--- config.mk ---
export PLATFORM = sky130hd
export DESIGN_NAME = rtc_alarm_clock
export DESIGN_NICKNAME = d
export VERILOG_FILES = /design/src/rtl/rtc_alarm_clock.sv
export SDC_FILE = /design/constraint.sdc
export NUM_CORES = 1
export LEC_CHECK = 0
export CAP_MARGIN = 30
export CORE_ASPECT_RATIO = 1.5
export CORE_UTILIZATION = 40
export DETAILED_ROUTE_END_ITERATION = 10
export PLACE_DENSITY_LB_ADDON = 0.1
export SLEW_MARGIN = 20
export SYNTH_ARGS = -nofsm -noshare
export SYNTH_HDL_FRONTEND = slang
export SYNTH_SLANG_ARGS = --single-unit
export TNS_END_PERCENT = 30
--- constraint.sdc ---
create_clock -name clk -period 2.8 [get_ports clk]
set_input_delay 0.56 -clock clk [delete_from_list [all_inputs] [get_ports clk]]
set_output_delay 0.56 -clock clk [all_outputs]
set_load 0.01 [all_outputs]
--- src/rtl/rtc_alarm_clock.sv ---
// Time-of-day clock (HH:MM:SS) with built-in prescaler, run/pause, minute/hour adjust,
// 12/24-hour display, day-rollover pulse and a single alarm with timeout and acknowledge.
module rtc_alarm_clock #(
    parameter int unsigned CLK_DIV   = 50000000,
    parameter int unsigned RING_SECS = 60
) (
    input  logic       clk,
    input  logic       reset,
    input  logic       run,
    input  logic       load,
    input  logic [5:0] sec_in,
    input  logic [5:0] min_in,
    input  logic [4:0] hour_in,
    input  logic       inc_min,
    input  logic       inc_hour,
    input  logic       mode_12h,
    input  logic       alarm_set,
    input  logic [5:0] alarm_min_in,
    input  logic [4:0] alarm_hour_in,
    input  logic       alarm_en,
    input  logic       alarm_ack,
    output logic [5:0] sec_out,
    output logic [5:0] min_out,
    output logic [4:0] hour_out,
    output logic [4:0] disp_hour,
    output logic       pm,
    output logic       sec_pulse,
    output logic       day_pulse,
    output logic       alarm_ring
);

    localparam int unsigned PW = (CLK_DIV > 1) ? $clog2(CLK_DIV) : 1;
    localparam int unsigned RW = $clog2(RING_SECS + 1);
    localparam logic [PW-1:0] DIV_MAX   = PW'(CLK_DIV - 1);
    localparam logic [RW-1:0] RING_INIT = RW'(RING_SECS);

    logic [PW-1:0] pre_cnt;
    logic [RW-1:0] ring_cnt;
    logic [5:0]    alarm_min;
    logic [4:0]    alarm_hour;

    logic       tick;
    logic       adjust;
    logic       tick_time;
    logic       match;
    logic [6:0] sec_p1;
    logic [6:0] min_p1;
    logic [5:0] hour_p1;
    logic       sec_wrap;
    logic       min_wrap;
    logic       hour_wrap;
    logic [5:0] sec_step;
    logic [5:0] min_step;
    logic [4:0] hour_step;
    logic [5:0] tick_min;
    logic [4:0] tick_hour;
    logic [5:0] sec_ld;
    logic [5:0] min_ld;
    logic [4:0] hour_ld;
    logic [5:0] alarm_min_ld;
    logic [4:0] alarm_hour_ld;

    // One-wider increments so the wrap compare never overflows the field
    assign sec_p1    = {1'b0, sec_out} + 7'd1;
    assign min_p1    = {1'b0, min_out} + 7'd1;
    assign hour_p1   = {1'b0, hour_out} + 6'd1;
    assign sec_wrap  = (sec_p1 >= 7'd60);
    assign min_wrap  = (min_p1 >= 7'd60);
    assign hour_wrap = (hour_p1 >= 6'd24);
    assign sec_step  = sec_wrap  ? 6'd0 : sec_p1[5:0];
    assign min_step  = min_wrap  ? 6'd0 : min_p1[5:0];
    assign hour_step = hour_wrap ? 5'd0 : hour_p1[4:0];

    assign sec_ld        = (sec_in < 6'd60)        ? sec_in        : 6'd0;
    assign min_ld        = (min_in < 6'd60)        ? min_in        : 6'd0;
    assign hour_ld       = (hour_in < 5'd24)       ? hour_in       : 5'd0;
    assign alarm_min_ld  = (alarm_min_in < 6'd60)  ? alarm_min_in  : 6'd0;
    assign alarm_hour_ld = (alarm_hour_in < 5'd24) ? alarm_hour_in : 5'd0;

    assign tick      = run && (pre_cnt == DIV_MAX);
    assign adjust    = inc_min | inc_hour;
    assign tick_time = tick && !load && !adjust;
    assign tick_min  = sec_wrap ? min_step : min_out;
    assign tick_hour = (sec_wrap && min_wrap) ? hour_step : hour_out;

    // Alarm only fires when a plain tick carries the clock onto HH:MM:00
    assign match = tick_time && alarm_en && sec_wrap &&
                   (tick_min == alarm_min) && (tick_hour == alarm_hour);

    always_ff @(posedge clk or posedge reset) begin
        if (reset) begin
            pre_cnt   <= '0;
            sec_out   <= 6'd0;
            min_out   <= 6'd0;
            hour_out  <= 5'd0;
            sec_pulse <= 1'b0;
            day_pulse <= 1'b0;
        end else begin
            sec_pulse <= 1'b0;
            day_pulse <= 1'b0;
            if (load) begin
                pre_cnt  <= '0;
                sec_out  <= sec_ld;
                min_out  <= min_ld;
                hour_out <= hour_ld;
            end else begin
                if (run) begin
                    pre_cnt <= tick ? '0 : pre_cnt + PW'(1);
                end
                if (adjust) begin
                    // Coincident tick still moves seconds but its carry is dropped
                    if (inc_min) begin
                        min_out <= min_step;
                    end
                    if (inc_hour) begin
                        hour_out <= hour_step;
                    end
                    if (tick) begin
                        sec_out   <= sec_step;
                        sec_pulse <= 1'b1;
                    end
                end else if (tick) begin
                    sec_out   <= sec_step;
                    min_out   <= tick_min;
                    hour_out  <= tick_hour;
                    sec_pulse <= 1'b1;
                    day_pulse <= sec_wrap && min_wrap && hour_wrap;
                end
            end
        end
    end

    // Alarm registers and ring timeout
    always_ff @(posedge clk or posedge reset) begin
        if (reset) begin
            alarm_min  <= 6'd0;
            alarm_hour <= 5'd0;
            alarm_ring <= 1'b0;
            ring_cnt   <= '0;
        end else begin
            if (alarm_set) begin
                alarm_min  <= alarm_min_ld;
                alarm_hour <= alarm_hour_ld;
            end
            if (match) begin
                alarm_ring <= 1'b1;
                ring_cnt   <= RING_INIT;
            end else if (alarm_ring && (alarm_ack || !alarm_en)) begin
                alarm_ring <= 1'b0;
                ring_cnt   <= '0;
            end else if (alarm_ring && tick && !load) begin
                if (ring_cnt <= RW'(1)) begin
                    alarm_ring <= 1'b0;
                    ring_cnt   <= '0;
                end else begin
                    ring_cnt <= ring_cnt - RW'(1);
                end
            end
        end
    end

    // Display hour: 0 shows as 12, 13..23 fold down by 12 in 12-hour mode
    always_comb begin
        disp_hour = hour_out;
        if (mode_12h) begin
            if (hour_out == 5'd0) begin
                disp_hour = 5'd12;
            end else if (hour_out > 5'd12) begin
                disp_hour = hour_out - 5'd12;
            end
        end
    end

    assign pm = (hour_out >= 5'd12);

endmodule

[Word level (Yosys, flattened, before mapping)]
Index checks and enable logic that the tools add are counted.
Word-level totals
  bits in writable memories: 0
  output and inout bits: 26
  input port bits: 38
  register bits after elaboration: 63
  bits in read-only memories: 0
  memories kept: 0
  bits in latches: 0
Cells by class
  muxes and demuxes: 39
  shift operators: 0
  multipliers: 0
  div/mod/pow operators: 0
  reduce and logical (&&, ||, !) cells: 25
  equal/unequal tests: 5
  add/sub/neg operators: 6
  order comparisons: 11
  bitwise gates (word level): 1
Operators by type and width (number)
  two-way mux 6 bit: 16
  two-way mux 26 bit: 3
  two-way mux 5 bit: 11
  adder 26 x 1 -> 26 bit (second input constant): 1
  == test 26 bit (second input constant): 1
  less-than comparator 6 bit (second input constant): 3
  adder 6 x 1 -> 7 bit (second input constant): 2
  >= comparator 7 x 6 -> 1 bit (second input constant): 2
  logical AND 1 bit: 12
  less-than comparator 5 bit (second input constant): 2
  two-way mux 1 bit: 9
  nonzero test 3 bit: 3
  adder 5 x 1 -> 6 bit (second input constant): 1
  == test 6 bit: 1
  >= comparator 6 x 5 -> 1 bit (second input constant): 1
  less-or-equal comparator 6 x 1 -> 1 bit (second input constant): 1
  != test 3 bit (second input constant): 2
  AND reduction 2 bit: 3
  subtractor 6 x 1 -> 6 bit (second input constant): 1
  == test 5 bit: 1
  >= comparator 5 x 4 -> 1 bit (second input constant): 1
  greater-than comparator 5 x 4 -> 1 bit (second input constant): 1
  zero test 5 bit: 1
  subtractor 5 x 4 -> 5 bit (second input constant): 1
  other kinds (4): 7

[Depth between registers and ports, before layout]
  word-level depth: 10
  mapped depth: 11
  depth with buffers taken out: 9

[Worst setup path after synthesis]
Ideal clock, no wire load.
  path type: reg2reg
  start point: reg min_out[0]
  end point: reg ring_cnt[0]
  cell stages (with the launch flop): 11
  arrival: 2476 ps
  data required time: 2681 ps
  path buffers: 1
  clock period less this slack: 2595 ps
  slack: 205 ps
  setup time: 119 ps
  cells stage by stage: dfrtp_1 ha_1 clkbuf_1 and3b_1 o21ai_1 a211oi_1 xor2_1 nand4_1 a2111oi_2 nand4_2 and2_1
On the way
  longest elaborated chain between the ends: 8
  elaborated cells between the ends (all ways): 12
Ends and longest elaborated chain
  start: declaration: line 23  | output logic [5:0] min_out,
  start signal: assignment: line 104  | min_out <= min_ld;
  start signal: assignment: line 113  | min_out <= min_step;
  start signal: assignment: line 124  | min_out <= tick_min;
  adder 6 x 1 -> 7 bit: line 65  | assign min_p1 = {1'b0, min_out} + 7'd1;
  >= comparator 7 x 6 -> 1 bit: line 68  | assign min_wrap = (min_p1 >= 7'd60);
  two-way mux 6 bit: line 71  | assign min_step = min_wrap ? 6'd0 : min_p1[5:0];
  two-way mux 6 bit: line 83  | assign tick_min = sec_wrap ? min_step : min_out;
  == test 6 bit: line 88  | (tick_min == alarm_min) && (tick_hour == alarm_hour);
  logical AND 1 bit: line 87  | assign match = tick_time && alarm_en && sec_wrap &&
  logical AND 1 bit *: line 88
  nonzero test 3 bit (no line) / two-way mux 6 bit (equally long branches)
  end signal: assignment: line 156  | ring_cnt <= ring_cnt - RW'(1);
  end: declaration: line 38  | logic [RW-1:0] ring_cnt;
Every way passes the cells marked *; elsewhere a longest branch is shown, timed or not.
A chain may end at the register's enable or synchronous reset.

[Worst setup path in the final report]
  start point: reg hour_out[2]
  end point: out disp_hour[4]
On the way
  longest elaborated chain between the ends: 4
  elaborated cells between the ends (all ways): 6
Ends and longest elaborated chain
  start: declaration: line 24  | output logic [4:0] hour_out,
  start signal: assignment: line 105  | hour_out <= hour_ld;
  start signal: assignment: line 116  | hour_out <= hour_step;
  start signal: assignment: line 125  | hour_out <= tick_hour;
  subtractor 5 x 4 -> 5 bit / greater-than comparator 5 x 4 -> 1 bit (equally long branches): line 169, 168
  two-way mux 5 bit: line 168  | end else if (hour_out > 5'd12) begin
  two-way mux 5 bit *: line 166  | if (hour_out == 5'd0) begin
  two-way mux 5 bit *: line 165  | if (mode_12h) begin
  end: declaration: line 25  | output logic [4:0] disp_hour,
Marked as above.

==> results.txt <==
Status -> finished, final reports clean
Seq cells post-synth -> 63
Ys flop type -> dfrtp_1
Hold_sp -> pre_cnt[21]$_DFFE_PP0P_
WL/cell -> 16.05 um
Final Cell Area -> 5311 um^2
Placed instance area -> 4987 um^2
HPWL after DPL -> 8384 um
Final wirelength -> 10960 um
WL met2 -> 5784 um
Setup TNS -> 0 ns
Mapped Area -> 3971 um^2
Period utilisation layout -> 97.59%
Num CTS Buffers -> 9
Post-Syn Area per Cell -> 8.522 um^2
Maximum root-to-sink buffer count -> 2
Root cell of the clock tree -> clkbuf_16
Clk slew on worst S/H paths -> 0.05 ns
Core area -> 9689 um^2
Crit path largest cell delay -> 0.53 ns
CP startpoint kind -> flip-flop
Number of vias per cell -> 5.622
Pwr/cell area -> 541.5 nW/um^2
Fmax achieved -> 366.0 MHz
Global route total overflow -> 0
Initial antenna violation count -> 0
Post-synthesis instance total -> 466
Die height -> 124.0 um
Final Non-Filler Cells -> 683
Lkg Pwr -> 2.246 nW
Area delta synth->final -> 33.74%
Max layer used -> met4
Setup slack after layout -> 0.06751 ns
Clk sinks -> 63
Slew Viols, Final -> 0
Setup bufs post-CTS -> 0
Die W -> 83.36 um
Syn_nets -> 513
Max Cap Viol -> 0
First-pass GRT wire length -> 17880 um
Actual transition at the worst max-transition pin -> 0.5698 ns
Sequential-to-total area share from yosys stat -> 39.70%
Post-synth EDFFs -> 0
Cell row count -> 44
Tot Pwr -> 2.876 mW
Worst endpoint required time -> 2.24 ns
Pre-CTS setup slack -> -0.1083 ns
# DRC -> 0
Hold WS -> 0.5405 ns
Post-layout utilization of the core -> 54.82%
Fin crit period -> 2.732 ns
Clk_lat worst skew -> 0.34 ns
Vias in the first global route -> 3824
Hold Buf Count CTS -> 0
Max Fanout on Critical Path -> 8
Gr usage total -> 22.16%
Synthesis Warnings -> 0
Peak VDD IR -> 0.0004281 V
Antenna cell count -> 0
Drt pass-1 iters -> 4
Routed metal-1 wirelength -> 4511 um
Total Nets Final -> 610
Die area -> 10340 um^2
Relative slew slack -> 61.96%
Placed insts -> 667
Setup CP Type -> flip-flop to primary output
DRT iter0 DRCs -> 271
Slowest cell on crit path -> clkdlybuf4s50_1
Post-synth ARST share -> 100.0%
Starting Density -> 40.99%
Worst Path Arrival -> 2.17 ns
Largest net degree at the start of global routing -> 39
Critical R2R Launch -> pre_cnt[24]$_DFFE_PP0P_
Crit. Startpoint -> hour_out[2]$_DFFE_PP0P_
TritonCTS clock tree -> yes
Vias -> 3840
GPL Wtd Cong -> 0.8502
RSZ-0062 raised after global routing -> true
Final Skew -> 0.007190 ns
Fin. Hold Viols -> 0
H-Tree Level Count -> 3
Element type at the critical path end -> primary output
Routed wl met3 -> 310 um
Antenna Nets Post-Route -> 0
Total I/O pin count -> 64
Share of layout cells above drive strength 1 -> 12.85%
I/O Buffers -> 63
Final setup fails -> 0
Worst-path cell chain -> buf_4, inv_1, ha_1, a2111oi_2, a21o_1, clkdlybuf4s50_1
Hold Path Class -> flip-flop to flip-flop
Synth cell types -> 61
-- registers in the layout, summed over array words and instances (netlist names) --
name,flops
pre_cnt,26
sec_out,6
ring_cnt,6
min_out,6
alarm_min,6
hour_out,5
alarm_hour,5
sec_pulse,1
day_pulse,1
alarm_ring,1
-- final timing paths --
path | to | slack (ns) | cells after the start
min in group asynchronous | min_out[3]$_DFFE_PP0P_ | 0.61 | 2
max reg2reg | ring_cnt[5]$_DFFE_PP0P_ | 0.13 | 9
min reg2reg | pre_cnt[21]$_DFFE_PP0P_ | 0.54 | 2
min | pre_cnt[21]$_DFFE_PP0P_ | 0.54 | 2
max | disp_hour[4] | 0.07 | 6
max in group asynchronous | hour_out[2]$_DFFE_PP0P_ | 1.57 | 3
-- cells in the final DEF (no fill, tap or decap), types with 7 or more instances in the layout --
cell type	synthesis	routed
clkbuf_16	0	9
and2_1	10	10
nor2_1	48	47
nand2_1	45	45
nand3_1	21	21
xor2_1	13	13
inv_1	17	16
xnor2_1	14	14
o21ai_0	25	24
a22o_1	13	13
nor3_1	8	8
dfrtp_1	63	59
o21ai_1	16	17
clkdlybuf4s50_1	0	61
a21oi_1	34	34
nand4_1	10	10
or3_1	11	11
buf_4	0	37
nand2b_1	7	7
ha_1	9	7
-- per-layer routing --
layer | vias to the layer above | track usage (%)
li1 | 1908 | -
met1 | 1836 | 23.82
met2 | 69 | 41.60
met3 | 27 | 3.380
met4 | 0 | 12.28
met5 | - | 0
-- worst max-delay path: cells and delay by family, from the launching register on --
family | cells | cell delay (ns)
AOI/OAI and AO/OA | 2 | 0.43
adders and majority gates | 1 | 0.22
buffers and inverters | 3 | 0.74
DFF | 1 | 0.44
-- Yosys cell counts, types with 2 or more instances --
master,number,share of area [%]
dfrtp_1,63,40
nor2_1,48,4.5
nand2_1,45,4.3
a21oi_1,34,4.3
o21ai_0,25,3.2
nand3_1,21,2.6
inv_1,17,1.6
o21ai_1,16,2.0
clkbuf_1,15,1.4
xnor2_1,14,3.1
a22o_1,13,2.9
xor2_1,13,2.9
or3_1,11,1.7
and2_1,10,1.6
nand4_1,10,1.6
ha_1,9,2.8
nor3_1,8,1.0
nand2b_1,7,1.1
a22oi_1,6,1.1
and3_1,6,0.95
nor2b_1,6,0.95
a31oi_1,5,0.79
a41oi_1,4,0.88
nand3b_1,4,0.76
o221ai_1,4,0.88
a211oi_1,3,0.57
nand4b_1,3,0.66
o211ai_1,3,0.57
o31ai_1,3,0.57
a2111oi_0,2,0.44
a21o_1,2,0.38
a221oi_1,2,0.44
inv_2,2,0.19
nor3b_1,2,0.38
nor4_1,2,0.32
o22ai_1,2,0.32
o311ai_1,2,0.44
-- report_power, final --
group | switching [mW] | total, mW | internal, mW | leakage (nW)
sequential | 0.0853 | 1.05 | 0.965 | 0.818
clock | 0.409 | 1.12 | 0.711 | 0.138
combinational | 0.350 | 0.706 | 0.356 | 1.29
total | 0.844 | 2.88 | 2.03 | 2.25
-- logic make-up (layout without fill, tap and decap cells) --
family | after synthesis | after routing | share of synthesized area, %
simple gates | 196 | 196 | 25.77
compound gates | 136 | 136 | 22.24
flops | 63 | 63 | 39.70
buf+inv | 34 | 136 | 3.214
xor+xnor | 27 | 27 | 5.955
fa+ha+maj | 9 | 9 | 2.836
mux | 1 | 1 | 0.2835
-- final cells by class --
type                       instances  area [um^2]
tap                              115        143.9
clock inverter                     5        57.56
timing repair buffer             101        933.4
sequential                        63         1582
clock buffer                      11        242.7
inverter                          19        71.32
fill                             906         4378
multi-input combinational        369         2281
-- what timing repair did --
action                                  4_1_cts  5_1_grt
gates resized for setup                       7        5
pin swaps                                     0        1
endpoints found under the hold margin         0        0
endpoints found under the setup margin        3        9
(Power assumes the default switching activity.)
==> RTL change 1 (same settings) <==
Register the output `alarm_ring` once more, cleared by the reset; this adds one clock of latency there. The other outputs are not delayed to match.
--- a/src/rtl/rtc_alarm_clock.sv
+++ b/src/rtl/rtc_alarm_clock.sv
@@ -34,4 +34,6 @@
     localparam logic [PW-1:0] DIV_MAX   = PW'(CLK_DIV - 1);
     localparam logic [RW-1:0] RING_INIT = RW'(RING_SECS);
+
+    logic alarm_ring_s0;
 
     logic [PW-1:0] pre_cnt;
@@ -136,5 +138,5 @@
             alarm_min  <= 6'd0;
             alarm_hour <= 5'd0;
-            alarm_ring <= 1'b0;
+            alarm_ring_s0 <= 1'b0;
             ring_cnt   <= '0;
         end else begin
@@ -144,12 +146,12 @@
             end
             if (match) begin
-                alarm_ring <= 1'b1;
+                alarm_ring_s0 <= 1'b1;
                 ring_cnt   <= RING_INIT;
-            end else if (alarm_ring && (alarm_ack || !alarm_en)) begin
-                alarm_ring <= 1'b0;
+            end else if (alarm_ring_s0 && (alarm_ack || !alarm_en)) begin
+                alarm_ring_s0 <= 1'b0;
                 ring_cnt   <= '0;
-            end else if (alarm_ring && tick && !load) begin
+            end else if (alarm_ring_s0 && tick && !load) begin
                 if (ring_cnt <= RW'(1)) begin
-                    alarm_ring <= 1'b0;
+                    alarm_ring_s0 <= 1'b0;
                     ring_cnt   <= '0;
                 end else begin
@@ -174,4 +176,12 @@
     assign pm = (hour_out >= 5'd12);
 
+    always_ff @(posedge clk or posedge reset) begin
+        if (reset) begin
+            alarm_ring <= '0;
+        end else begin
+            alarm_ring <= alarm_ring_s0;
+        end
+    end
+
 endmodule
 
Formal check against the unedited RTL: no difference found for any inputs over 10 cycles, from zero or initial values and one cycle with reset high; that may be too few to reach the edited logic, so the function may still have changed.
==> RTL change 1 against the unedited design <==
The run now ends with negative setup slack left; routed wire length grew 10%; sequential cell count grew 1; cell area grew 8.4%; setup slack lost 0.11 ns; synthesized area grew 4.5%; via count grew 11%; power grew 4.8%.
==> RTL change 1: results <==
set metrics [dict create \
    fillCellCount 944 \
    grt_max_degree 44 \
    post-place-cells 727 \
    synth_seq_area_share_pct 38.58 \
    synthTopCellsByArea "dfrtp_1, nand2_1, nor2_1" \
    use_met1_pct 27.51 \
    synth_compound_area_share_pct 22.09 \
    nonClkBufAreaFrac_pct 20.39 \
    clock_buffers 12 \
    worstSetupPathType "reg2reg" \
    status "finished with violations" \
    place_congestion 0.9754 \
    synth_fa_ha_area_share_pct 2.712 \
    wl_met3_um 352 \
    sw_frac_of_total_pct 30.35 \
    finalSetupViolCount 2 \
    drive_gt1_share_pct 17.57 \
    multi_input_area_mm2 0.002451 \
    dp_hpwl_um 9302 \
    violations "negative setup slack" \
    avgViaCountPerCell 5.715 \
    comb_power_share_pct 29.3 \
    num_rows 45 \
    num-nonclk-buffers 132 \
    area_growth_pct 38.67 \
    sh_seq_area_pct 27.86 \
    inverters_excl_clock 27 \
    clockNetworkAreaShare_pct 4.869 \
    routed_wl_um 12050 \
    grt_usage_pct 23.92 \
    drt_iter0_markers 117 \
    syn_nets 544 \
    worst_hold_slack_ns 0.4398 \
    first_global_vias 4238 \
    synthMuxAreaShare_pct 1.326 \
    pre_cts_ws_ns -0.2041 \
    use_met3_pct 4.099 \
    pwr-share-clk_pct 36.3 \
    ir_drop_v 0.0003903 \
    wl_met1_um 5069 \
    ys_top_cells_by_count "dfrtp_1, nand2_1, nor2_1" \
    grt_pass1_wl_um 20210 \
    fin_nets 669 \
    met2_length_um 6219 \
    ys_types 67 \
    placement.cell_area_mm2 0.005429 \
    timing.final.ws_setup_ns -0.04422 \
]
-- RTL change 1: worst max-delay path: stages, from the launching register on --
cell and delay, ns:
dfrtp_1 0.38, ha_2 0.19, and4bb_1 0.31, o21ai_4 0.11, a2111oi_4 0.35, buf_4 0.20
mux2i_2 0.24, xor2_1 0.18, nand4_1 0.10, or4_4 0.49, nand3_1 0.11, o21ai_1 0.06
-- RTL change 1: path summary, 6_finish.rpt --
check | from | to | cells after the start
hold reg to reg | alarm_ring_s0 | alarm_ring | 0
min in group asynchronous | reset | day_pulse | 2
hold / removal | alarm_ring_s0 | alarm_ring | 0
max in group asynchronous | reset | sec_out[0] | 3
setup reg to reg | min_out[1] | ring_cnt[0] | 11
setup / recovery | min_out[1] | ring_cnt[0] | 11
-- RTL change 1: timing repair --
item,CTS,global route
setup buffers,1,0
setup endpoints to repair,10,9
gates resized for setup,8,6
pin swaps,0,1
==> RTL change 2 (same flow settings) <==
Made on the original files. Change the parameter `CLK_DIV` from 50000000 to 25000000.
--- a/src/rtl/rtc_alarm_clock.sv
+++ b/src/rtl/rtc_alarm_clock.sv
@@ -2,5 +2,5 @@
 // 12/24-hour display, day-rollover pulse and a single alarm with timeout and acknowledge.
 module rtc_alarm_clock #(
-    parameter int unsigned CLK_DIV   = 50000000,
+    parameter int unsigned CLK_DIV   = 25000000,
     parameter int unsigned RING_SECS = 60
 ) (
Function: no difference found for any inputs over 10 cycles, from zero or initial values and one cycle with reset high; that may be too few to reach the edited logic, so the function may still have changed.
==> RTL change 2 against the unedited design <==
Setup slack got worse by 0.020 ns; largest power group unchanged; sequential share of layout area decreased by 2.3 points; power up 0.51%; largest cell class unchanged; sequential cell count decreased by 1; routed wire length increased by 16%; synthesized area grew 7.3%; sequential power decreased by 4%; count of clock-buffer cells in the layout is the same; highest routed layer unchanged; cell area up 6.4%.
==> RTL change 2: results <==
set metrics [dict create \
    status "finished clean" \
    timing.rr.end "ring_cnt[1]" \
    ys_types 73 \
    largest_reg_flops 25 \
    avgViaCountPerCell 5.706 \
    synth_seq_area_share_pct 36.40 \
    grt_usage_pct 23.98 \
    p_leak_nw 2.305 \
    worst_path_largest_cell_delay_ns 0.39 \
    pre_cts_ws_ns -0.09434 \
    post_drt_wl_per_cell_um 17.27 \
    ys_top_cells_by_count "dfrtp_1, nor2_1, nand2_1" \
    min_path_type "reg2reg" \
    synth.top_cell.area_share_pct 36.40 \
    grt_max_degree 41 \
    cp_top_family "compound AO/OA/AOI/OAI gates" \
    sw_frac_of_total_pct 31.27 \
    ir_drop_v 0.0002992 \
    fin_nets 636 \
    cp_data_arrival_time_ns 2.97 \
    hold_path.startpoint "ring_cnt[4]" \
    first_global_vias 4290 \
    place_congestion 0.8929 \
    relSlewSlack_pct 55.90 \
    drt_iter0_markers 220 \
    dp_hpwl_um 9631 \
    rr_startpoint "sec_out[1]" \
    cp_max_fo 7 \
]
## RTL change 2: cell count changes after synthesis, sizes merged, moves of 4 or more
cell,delta
or3,-4
nor2,+4
nor2b,-5
clkbuf,-4
a21oi,-11
o21a,+4
inv,+6
a21boi,+5
buf,+11
nor3,+4
a22o,-4
nand2,+5
## RTL change 2: worst max-delay path by stage
stage	cells after the start	end	slack [ns]	startpoint
after CTS	6	disp_hour[4]	0.002	hour_out[0]
after global placement	7	ring_cnt[1]	-0.07	run
after floorplan	10	ring_cnt[1]	-0.001	hour_out[2]
after detailed placement	7	ring_cnt[1]	-0.09	run
final	11	ring_cnt[1]	0.05	sec_out[1]
after global routing	9	ring_cnt[1]	-0.06	sec_out[1]
## RTL change 2: worst register-to-register path, cell delays in order, from the launching register on
cell       delay, ns
dfrtp_1         0.39
ha_1            0.20
and4bb_1        0.33
o21ai_4         0.11
a21o_1          0.26
buf_4           0.19
o22ai_2         0.16
buf_4           0.15
xnor2_1         0.11
o2111a_1        0.30
o2111ai_4       0.15
a32o_1          0.29
## RTL change 2: routing by layer
metal	up-vias	GRT usage [%]	wire length, um
met5	-	0	0
met4	0	16.18	510
met3	37	2.886	442
met2	119	44.91	6977
met1	2011	24.50	4744
li1	2021	-	-
## RTL change 2: cells by family (layout without fill, tap and decap cells)
group,Yosys count,in the layout,synth area share (%)
AND/OR/NAND/NOR,199,199,23.95
adder cells (fa/ha/maj),9,9,2.642
flip-flops,62,62,36.40
XOR/XNOR,29,29,5.958
AO/OA/AOI/OAI,149,149,25.98
buffers and inverters,47,145,5.078
## RTL change 2: area by class of cell
cell class                      instances  area (um2)
Clock buffer                           11       252.7
Inverter                               25       93.84
Sequential cell                        62        1551
Tap cell                              141       176.4
Timing Repair Buffer                  105       973.4
Clock inverter                          4       22.52
Fill cell                             995        4598
Multi-Input combinational cell        386        2579
## RTL change 2: repair_timing
item | CTS | global route
buffers inserted | 0 | 1
setup endpoints to repair | 4 | 12
resized for setup | 7 | 16
pin swaps | 0 | 3
## RTL change 2: stage by stage
step / hold WS [ns] / power (mW) / cells / instance area, um2 / TNS, ns
3_3_place_gp: 0.4926 / 1.827 / 717 / 5273 / -0.1248
3_5_place_dp: 0.5106 / 1.834 / 717 / 5273 / -0.1544
4_1_cts: 0.5195 / 2.884 / 732 / 5564 / 0
5_1_grt: 0.5617 / 3.013 / 734 / 5649 / -0.1536
6_report: 0.5171 / 2.891 / 734 / 5649 / 0
2_1_floorplan: 0.4746 / 1.478 / 495 / 4263 / -0.0009763
## RTL change 2: power groups by stage
stage	Sequential [mW]	Clock [mW]	Combinational, mW
3_5_place_dp	1.02	0	0.815
2_1_floorplan	1.02	0	0.454
4_1_cts	1.00	1.05	0.826
6_report	1.01	1.03	0.853
5_1_grt	1.01	1.08	0.924
3_3_place_gp	1.02	0	0.810
